===== config.mk =====
export PLATFORM = sky130hd
export DESIGN_NAME = operand_calc_ctrl
export DESIGN_NICKNAME = d
export VERILOG_FILES = /design/src/rtl/calc_pkg.sv /design/src/rtl/key_debounce.sv /design/src/rtl/operand_calc_ctrl.sv
export SDC_FILE = /design/constraint.sdc
export NUM_CORES = 1
export LEC_CHECK = 0
export CAP_MARGIN = 20
export CORE_MARGIN = 3
export CORE_UTILIZATION = 43
export CTS_BUF_LIST = sky130_fd_sc_hd__clkbuf_4 sky130_fd_sc_hd__clkbuf_8 sky130_fd_sc_hd__clkbuf_16
export CTS_CLUSTER_SIZE = 30
export DETAILED_ROUTE_END_ITERATION = 6
export GPL_ROUTABILITY_DRIVEN = 0
export PLACE_DENSITY_LB_ADDON = 0.25
export SYNTH_ARGS = -nofsm -noshare
export SYNTH_HDL_FRONTEND = slang
export SYNTH_SLANG_ARGS = --single-unit

===== constraint.sdc =====
create_clock -name clk -period 6.57 [get_ports clk]
set_clock_uncertainty 0.15 [all_clocks]
set_input_delay 0.657 -clock clk [delete_from_list [all_inputs] [get_ports clk]]
set_output_delay 0.657 -clock clk [all_outputs]
set_load 0.02 [all_outputs]

===== src/rtl/calc_pkg.sv =====
// Shared FSM state and mode-bit definitions for the operand calculator.
package calc_pkg;

  typedef enum logic [1:0] {
    LOAD_A  = 2'd0,
    LOAD_B  = 2'd1,
    COMPUTE = 2'd2,
    SHOW    = 2'd3
  } calc_state_t;

  // mode[MODE_SIGNED_BIT]: 0 unsigned, 1 two's complement
  // mode[MODE_SUB_BIT]   : 0 add, 1 subtract
  localparam int unsigned MODE_SIGNED_BIT = 1;
  localparam int unsigned MODE_SUB_BIT    = 0;

  localparam logic MODE_UNSIGNED = 1'b0;
  localparam logic MODE_TWOS     = 1'b1;
  localparam logic MODE_ADD      = 1'b0;
  localparam logic MODE_SUB      = 1'b1;

endpackage


===== src/rtl/key_debounce.sv =====
// Active-low pushbutton synchroniser and debouncer; emits a one-cycle press
// pulse when the debounced level falls.
module key_debounce #(
  parameter int unsigned DEBOUNCE_CYCLES = 500000,
  parameter int unsigned CNT_W           = $clog2(DEBOUNCE_CYCLES + 1)
) (
  input  logic clk,
  input  logic rst_n,
  input  logic key_n,
  output logic press
);

  localparam logic [CNT_W-1:0] CNT_LAST = CNT_W'(DEBOUNCE_CYCLES - 1);
  localparam logic [CNT_W-1:0] CNT_ONE  = CNT_W'(1);

  logic             sync1;
  logic             synced;
  logic             stable;
  logic [CNT_W-1:0] cnt;

  always_ff @(posedge clk or negedge rst_n) begin
    if (!rst_n) begin
      sync1  <= 1'b1;
      synced <= 1'b1;
      stable <= 1'b1;
      cnt    <= '0;
      press  <= 1'b0;
    end else begin
      sync1  <= key_n;
      synced <= sync1;
      press  <= 1'b0;
      if (synced == stable) begin
        cnt <= '0;
      end else if (cnt == CNT_LAST) begin
        cnt    <= '0;
        stable <= synced;
        // stable is still 1 here only on a falling transition
        press  <= stable;
      end else begin
        cnt <= cnt + CNT_ONE;
      end
    end
  end

endmodule


===== src/rtl/operand_calc_ctrl.sv =====
// Two-operand entry FSM with registered add/sub result, flags and
// sign/magnitude output for the seven-segment layer.
module operand_calc_ctrl
  import calc_pkg::*;
#(
  parameter int unsigned WIDTH           = 4,
  parameter int unsigned DEBOUNCE_CYCLES = 500000,
  parameter int unsigned CNT_W           = $clog2(DEBOUNCE_CYCLES + 1)
) (
  input  logic             clk,
  input  logic             rst_n,
  input  logic             key_n,
  input  logic [WIDTH-1:0] sw_operand,
  input  logic [1:0]       mode,
  output logic [WIDTH-1:0] operand_a,
  output logic [WIDTH-1:0] operand_b,
  output logic [WIDTH-1:0] result,
  output logic             carry,
  output logic             overflow,
  output logic             negative,
  output logic [WIDTH:0]   result_mag,
  output logic [1:0]       state,
  output logic             valid
);

  localparam logic [WIDTH:0] ONE_EXT = (WIDTH + 1)'(1);

  calc_state_t state_q;
  logic        press;

  logic           signed_mode;
  logic           sub_op;
  logic [WIDTH:0] ext_a;
  logic [WIDTH:0] ext_b;
  logic [WIDTH:0] full;
  logic           neg_c;
  logic           carry_c;
  logic           ovf_c;
  logic [WIDTH:0] mag_c;
  logic           sa;
  logic           sb;
  logic           sr;

  key_debounce #(
    .DEBOUNCE_CYCLES(DEBOUNCE_CYCLES),
    .CNT_W          (CNT_W)
  ) u_debounce (
    .clk   (clk),
    .rst_n (rst_n),
    .key_n (key_n),
    .press (press)
  );

  assign state       = state_q;
  assign signed_mode = (mode[MODE_SIGNED_BIT] == MODE_TWOS);
  assign sub_op      = (mode[MODE_SUB_BIT] == MODE_SUB);

  always_comb begin
    ext_a   = {signed_mode & operand_a[WIDTH-1], operand_a};
    ext_b   = {signed_mode & operand_b[WIDTH-1], operand_b};
    full    = sub_op ? (ext_a - ext_b) : (ext_a + ext_b);
    // Unsigned add can never be negative; bit WIDTH there is a carry, not a sign
    neg_c   = (signed_mode | sub_op) & full[WIDTH];
    mag_c   = neg_c ? ((~full) + ONE_EXT) : full;
    carry_c = ~signed_mode & full[WIDTH];
    sa      = operand_a[WIDTH-1];
    sb      = operand_b[WIDTH-1];
    sr      = full[WIDTH-1];
    if (signed_mode) begin
      ovf_c = sub_op ? ((sa != sb) && (sr != sa)) : ((sa == sb) && (sr != sa));
    end else begin
      ovf_c = carry_c;
    end
  end

  always_ff @(posedge clk or negedge rst_n) begin
    if (!rst_n) begin
      state_q    <= LOAD_A;
      operand_a  <= '0;
      operand_b  <= '0;
      result     <= '0;
      carry      <= 1'b0;
      overflow   <= 1'b0;
      negative   <= 1'b0;
      result_mag <= '0;
      valid      <= 1'b0;
    end else begin
      unique case (state_q)
        LOAD_A: if (press) begin
          operand_a <= sw_operand;
          valid     <= 1'b0;
          state_q   <= LOAD_B;
        end
        LOAD_B: if (press) begin
          operand_b <= sw_operand;
          state_q   <= COMPUTE;
        end
        COMPUTE: begin
          result     <= full[WIDTH-1:0];
          carry      <= carry_c;
          overflow   <= ovf_c;
          negative   <= neg_c;
          result_mag <= mag_c;
          valid      <= 1'b1;
          state_q    <= SHOW;
        end
        SHOW: if (press) begin
          state_q <= LOAD_A;
        end
        default: state_q <= LOAD_A;
      endcase
    end
  end

endmodule


==> impl_metrics.env, run 1 <==
export IMPL_grt_use_total_pct=15.0
export IMPL_antenna_found_initial=0
export IMPL_fin_area_mm2=0.00283
export IMPL_io_buffers=31
export IMPL_syn_nets=247
export IMPL_die_w_um=80.4
export IMPL_post_drt_wl_per_cell_um=13.4
export IMPL_total_leakage_power_nw=1.22
export IMPL_vias_per_cell=5.17
export IMPL_synth_cell_types=49
export IMPL_regToRegSetupSlack_ps=3720
export IMPL_synth_cells=226
export IMPL_synth_top_area_share_pct=44.2
export IMPL_final_util_pct=54.0
export IMPL_fin_cells=327
export IMPL_yosysWarnings=0
export IMPL_grt_overflow=0
export IMPL_final_antenna_net_count=0
export IMPL_hold_worst_slack_ps=214
export IMPL_critPathArrivalTime_ps=3280
export IMPL_postSynth_asyncResetShare_pct=100
export IMPL_cp_data_required_time_ps=6650
export IMPL_netlist_top_cells_area="dfrtp_1 44%, ha_1 5.8%, mux2_2 5.7%"
export IMPL_grt_max_degree=46
export IMPL_syn_avg_cell_area_um2=10.5
export IMPL_synth_common_cells="42 x dfrtp_1, 35 x nor2_1, 18 x nand2_1"
export IMPL_min_path_type="flop to flop"
export IMPL_holdPathStages=0
export IMPL_cts_tree="yes"
export IMPL_fp_coreArea_mm2=0.00524
export IMPL_setup_viol=0
export IMPL_hold_buffers=0
export IMPL_finalSetupTns_ps=0
export IMPL_reg2reg_depth=9
export IMPL_clk_latency_ps=310
export IMPL_ios=32
export IMPL_drc=0
export IMPL_cts_sinks=45
export IMPL_min_period_over_period_pct=48.8
export IMPL_tightest_slew_ps=998
export IMPL_synth_enable_flop_cells=0
export IMPL_ir_worst_vdd_mv=0.0852
export IMPL_rr_endpoint="result_mag[3]"
export IMPL_die_h_um=80.4
export IMPL_crit_type="primary input to flop"
export IMPL_slew_violations=0
export IMPL_synth_area_leader_cell="dfrtp_1"
export IMPL_first_global_vias=1595
export IMPL_cts_resized=0
export IMPL_ys_seq_area_share_pct=47.5
export IMPL_dp_cells=319
export IMPL_final_hold_viol_count=0
export IMPL_syn_cell_area_mm2=0.00238
export IMPL_drt_iter0_markers=97
export IMPL_power_density_mw_per_mm2=205
export IMPL_dp_hpwl_mm=3.22
export IMPL_row_count=26
export IMPL_start_util_pct=45.4
export IMPL_cts_buffers=5
export IMPL_cp_end_kind="flop"
export IMPL_area_delta_synth_final_pct=18.9
export IMPL_grt_pass1_wl_mm=7.40
export IMPL_path_clk_slew_ps=90
export IMPL_synth_most_common_cell="dfrtp_1"
export IMPL_rsz0062_at_grt="false"
export IMPL_startpoint_type="primary input"
export IMPL_fin_crit_ps=3210
export IMPL_worstHoldStart="u_debounce.sync1"
export IMPL_max_freq_ghz=0.312
export IMPL_post_cts_buffers=0
export IMPL_vias=1691
export IMPL_ys_ff_latch=45
export IMPL_path_max_fanout=10
export IMPL_final_nets=277
export IMPL_cts_root_buf="clkbuf_8"
export IMPL_htreeDepth=2
export IMPL_reg2reg_from="operand_b[0]"
export IMPL_drive_gt1_share_pct=12.8
export IMPL_routed_wl_mm=4.39
export IMPL_antenna_cells=0
export IMPL_firstDrtPassIters=6
export IMPL_hold_path_end="u_debounce.synced"
export IMPL_synthFlopType="dfrtp_1"
export IMPL_max_cap_violations=0
export IMPL_dieArea_mm2=0.00646
export IMPL_place_area_mm2=0.00271
export IMPL_status="finished, final reports clean"
export IMPL_max_slew_margin_rel_pct=33.4
export IMPL_ctsLongestPathBuffers=2
worst max-delay path: stages:
cell	delay [ps]
clkdlybuf4s50_1	710
mux2i_1	190
fa_1	450
a21o_1	180
a21oi_1	220
xor2_2	180
or4_1	520
a31oi_1	170
area by class of cell:
class / count / area, um^2
Multi-Input combinational cell: 163 / 1150
Tap cell: 70 / 87.6
Timing Repair Buffer: 31 / 305
Sequential cell: 45 / 1130
Inverter: 10 / 37.5
Fill cell: 484 / 2410
Clock inverter: 3 / 46.3
Clock buffer: 5 / 68.8
power by group:
group	internal (mW)	switching [mW]	total (mW)
Clock	0.114	0.0987	0.213
Combinational	0.0353	0.0445	0.0799
Sequential	0.282	0.00629	0.288
routing by layer:
metal | share of wire (%) | vias to the layer above | routed length, um | global-route usage (%)
li1 | - | 841 | - | -
met5 | 0 | - | 0 | 0
met3 | 4.0 | 5 | 177 | 4.71
met1 | 49 | 818 | 2130 | 19.7
met4 | 1.5 | 0 | 66 | 5.57
met2 | 46 | 27 | 2020 | 23.3
cell families (layout without fill, tap and decap cells):
family / count (synthesis) / in the layout / synth area share (%)
AND/OR/NAND/NOR: 89 / 89 / 18.0
flip-flops: 45 / 45 / 47.5
XOR/XNOR: 24 / 24 / 9.47
AO/OA/AOI/OAI: 23 / 23 / 7.42
buffers and inverters: 18 / 49 / 4.00
multiplexers: 15 / 15 / 6.94
adder cells (fa/ha/maj): 12 / 12 / 6.63
registers in the layout, indices dropped and copies added, names as in the netlist:
register           flops
carry                  1
negative               1
operand_a              4
operand_b              4
overflow               1
result                 4
result_mag             4
state                  2
u_debounce.cnt        19
u_debounce.press       1
u_debounce.stable      1
u_debounce.sync1       1
u_debounce.synced      1
valid                  1
placed cells by master (no fill, tap or decap), drive strengths merged, types with 4 or more instances in the layout:
master,n
mux2,12
nand4,4
inv,9
clkdlybuf4s50,30
nand3,8
and3,4
clkbuf,5
xor2,13
xnor2,11
a21oi,5
dfrtp,42
nor2,35
nor3,5
nand2,18
ha,11
stage by stage:
stage	total power [mW]	worst slack, ps
after floorplan	0.347	3790
after global placement	0.372	3110
after detailed placement	0.374	3050
after CTS	0.588	3370
after global routing	0.607	3230
final	0.581	3360
worst max path at each step:
stage / endpoint / cells past startpoint / slack (ps) / from
2_1_floorplan: result_mag[3] / 8 / 3790 / mode[0]
3_3_place_gp: result_mag[3] / 8 / 3110 / mode[0]
3_5_place_dp: result_mag[3] / 8 / 3050 / mode[0]
4_1_cts: result_mag[3] / 8 / 3370 / mode[0]
5_1_grt: result_mag[3] / 8 / 3230 / mode[0]
6_report: result_mag[3] / 8 / 3360 / mode[0]
(Power assumes the default switching activity.)
==> run 2: changes to the inputs <==
==> constraint.sdc (replaced) <==
create_clock -name clk -period 3 [get_ports clk]
set_clock_uncertainty 0.15 [all_clocks]
set_input_delay 0.3 -clock clk [delete_from_list [all_inputs] [get_ports clk]]
set_output_delay 0.3 -clock clk [all_outputs]
set_load 0.02 [all_outputs]
==> run 2 against run 1 <==
  * Critical path depth is 2 higher
  * Count of clock-buffer cells in the layout did not move
  * Wire length is 2.0% higher
  * Die area did not move
  * Sequential share of layout area down 1.1 points
  * Cell area rose by 2.7%
  * Via count is 1.5% lower
  * Cell count is 3.1% higher
  * Core utilization increased by 1.5 points
  * Non-clock buffer count increased by 10
  * Global-route usage is 0.90 points higher
  * Flip-flop and latch count stayed put
  * Critical path type is now flop to flop
==> impl_metrics.env, run 2 (same netlist as run 1, synthesis figures left out) <==
export IMPL_dieArea_mm2=0.00646
export IMPL_ios=32
export IMPL_io_buffers=31
export IMPL_regToRegSetupSlack_ps=280
export IMPL_final_cell_mix="42 x dfrtp_1, 35 x nor2_1, 30 x clkdlybuf4s50_1, 18 x nand2_1"
export IMPL_critPathTopFamily="compound AO/OA/AOI/OAI gates"
export IMPL_ir_worst_vdd_mv=0.179
export IMPL_hold_worst_slack_ps=210
export IMPL_final_util_pct=55.5
export IMPL_top_register="u_debounce.cnt"
export IMPL_drc=0
export IMPL_rsz0062_at_grt="false"
export IMPL_grt_use_total_pct=15.9
export IMPL_largest_reg_flops=19
export IMPL_tightest_slew_ps=645
export IMPL_htreeDepth=2
export IMPL_first_global_vias=1645
export IMPL_crit_buf_inv=2
export IMPL_total_leakage_power_nw=1.26
export IMPL_critPathArrivalTime_ps=2770
export IMPL_power_density_mw_per_mm2=445
export IMPL_row_count=26
export IMPL_max_cap_violations=0
export IMPL_cp_slowest_stage_delay_ps=450
export IMPL_dp_hpwl_mm=3.43
export IMPL_cpMaxStageDelayCell="fa_1"
export IMPL_fill_cells=482
export IMPL_final_nets=287
export IMPL_fin_crit_ps=2720
export IMPL_grt_pass1_wl_mm=7.84
export IMPL_die_w_um=80.4
export IMPL_die_h_um=80.4
export IMPL_final_hold_viol_count=0
export IMPL_cp_data_required_time_ps=3050
export IMPL_max_freq_ghz=0.368
export IMPL_path_max_fanout=5
export IMPL_reg2reg_from="operand_b[1]"
export IMPL_finalSetupTns_ps=0
export IMPL_setup_viol=0
export IMPL_combPwrFrac_pct=15.7
export IMPL_cts_sinks=45
export IMPL_hold_path_end="u_debounce.synced"
export IMPL_cts_resized=0
export IMPL_worstPathCellList="inv_1, ha_1, mux2i_1, fa_1, a21o_1, a21oi_1, xor2_2, buf_4, o31a_2, o31ai_2"
export IMPL_max_slew_margin_rel_pct=57.0
export IMPL_antenna_found_initial=0
export IMPL_clk_latency_ps=300
export IMPL_cts_buffers=5
export IMPL_firstDrtPassIters=4
export IMPL_post_drt_wl_per_cell_um=13.3
export IMPL_switching_share_pct=25.1
export IMPL_vias=1666
export IMPL_grt_overflow=0
export IMPL_internal_power_mw=0.968
export IMPL_fin_area_mm2=0.00291
export IMPL_area_delta_synth_final_pct=22.2
export IMPL_fp_coreArea_mm2=0.00524
export IMPL_final_common_cell="dfrtp_1"
export IMPL_vias_per_cell=4.94
export IMPL_holdPathStages=0
export IMPL_antenna_cells=0
export IMPL_start_util_pct=45.4
export IMPL_p_clk_share_pct=35.5
export IMPL_power_total_mw=1.29
export IMPL_routed_wl_mm=4.48
export IMPL_rr_endpoint="result_mag[2]"
export IMPL_min_path_type="flop to flop"
export IMPL_worstHoldStart="u_debounce.sync1"
export IMPL_drt_iter0_markers=76
export IMPL_crit_type="flop to flop"
export IMPL_reg2reg_depth=10
export IMPL_final_antenna_net_count=0
export IMPL_min_period_over_period_pct=90.7
export IMPL_status="finished, final reports clean"
export IMPL_startpoint_type="flop"
export IMPL_cts_tree="yes"
export IMPL_grt_max_degree=30
export IMPL_p_switching_mw=0.325
export IMPL_place_area_mm2=0.00278
export IMPL_drive_gt1_share_pct=15.7
export IMPL_cts_root_buf="clkbuf_8"
export IMPL_ctsLongestPathBuffers=2
export IMPL_cp_end_kind="flop"
export IMPL_slew_violations=0
export IMPL_seq_power_share_pct=48.8
export IMPL_path_clk_slew_ps=90
## run 2: changes by cell type in the layout (fill, tap and decap cells not counted), sizes merged
| cell | previous run | this run |
|---|---|---|
| dlygate4sd3 | 0 | 1 |
| buf | 1 | 10 |
## run 2: metal layers
layer	vias to the layer above	wire length (um)	global-route usage, %
met5	-	0	0
li1	854	-	-
met2	26	2040	24.7
met3	6	211	4.71
met4	0	67	5.91
met1	780	2160	21.1
## run 2: how the worst max path moves through the flow
stage / start / endpoint / slack (ps) / depth (start not counted)
CTS: operand_b[1] / result_mag[2] / 270 / 10
finish: operand_b[1] / result_mag[2] / 280 / 10
floorplan: operand_b[0] / result_mag[3] / 240 / 9
global placement: mode[0] / result_mag[3] / 140 / 8
detailed placement: mode[0] / result_mag[2] / 70 / 9
global route: operand_b[1] / result_mag[2] / 10 / 10
## run 2: cell type report
type	count	area, um^2	area share (%)
clock inverter	3	46.3	1.59
timing repair buffer	41	383	13.2
inverter	10	37.5	1.29
multi-input combinational	163	1150	39.7
clock buffer	5	68.8	2.37
sequential	45	1130	38.9
tap	70	87.6	3.01
## run 2: repair_timing
action                    CTS  global route
hold endpoints to repair   25             0
hold buffers                1             0
setup buffers               0             0
## run 2: worst reg2reg max path: stages (launching register included)
cell and delay, ps:
dfrtp_1 420, inv_1 60, ha_1 270, mux2i_1 110, fa_1 450, a21o_1 170, a21oi_1 220, xor2_2 120
buf_4 160, o31a_2 320, o31ai_2 190
## run 2: metrics by stage
step,cells,worst slack (ps)
finish,337,280
global route,337,11.5
CTS,337,269
detailed placement,328,72.0
global placement,328,137
floorplan,226,240
## run 2: power groups by stage
stage | Sequential [mW] | Combinational, mW | Clock (mW)
after floorplan | 0.647 | 0.114 | 0
after global placement | 0.642 | 0.201 | 0
after detailed placement | 0.643 | 0.204 | 0
after CTS | 0.631 | 0.206 | 0.477
after global routing | 0.634 | 0.227 | 0.500
final | 0.631 | 0.203 | 0.459
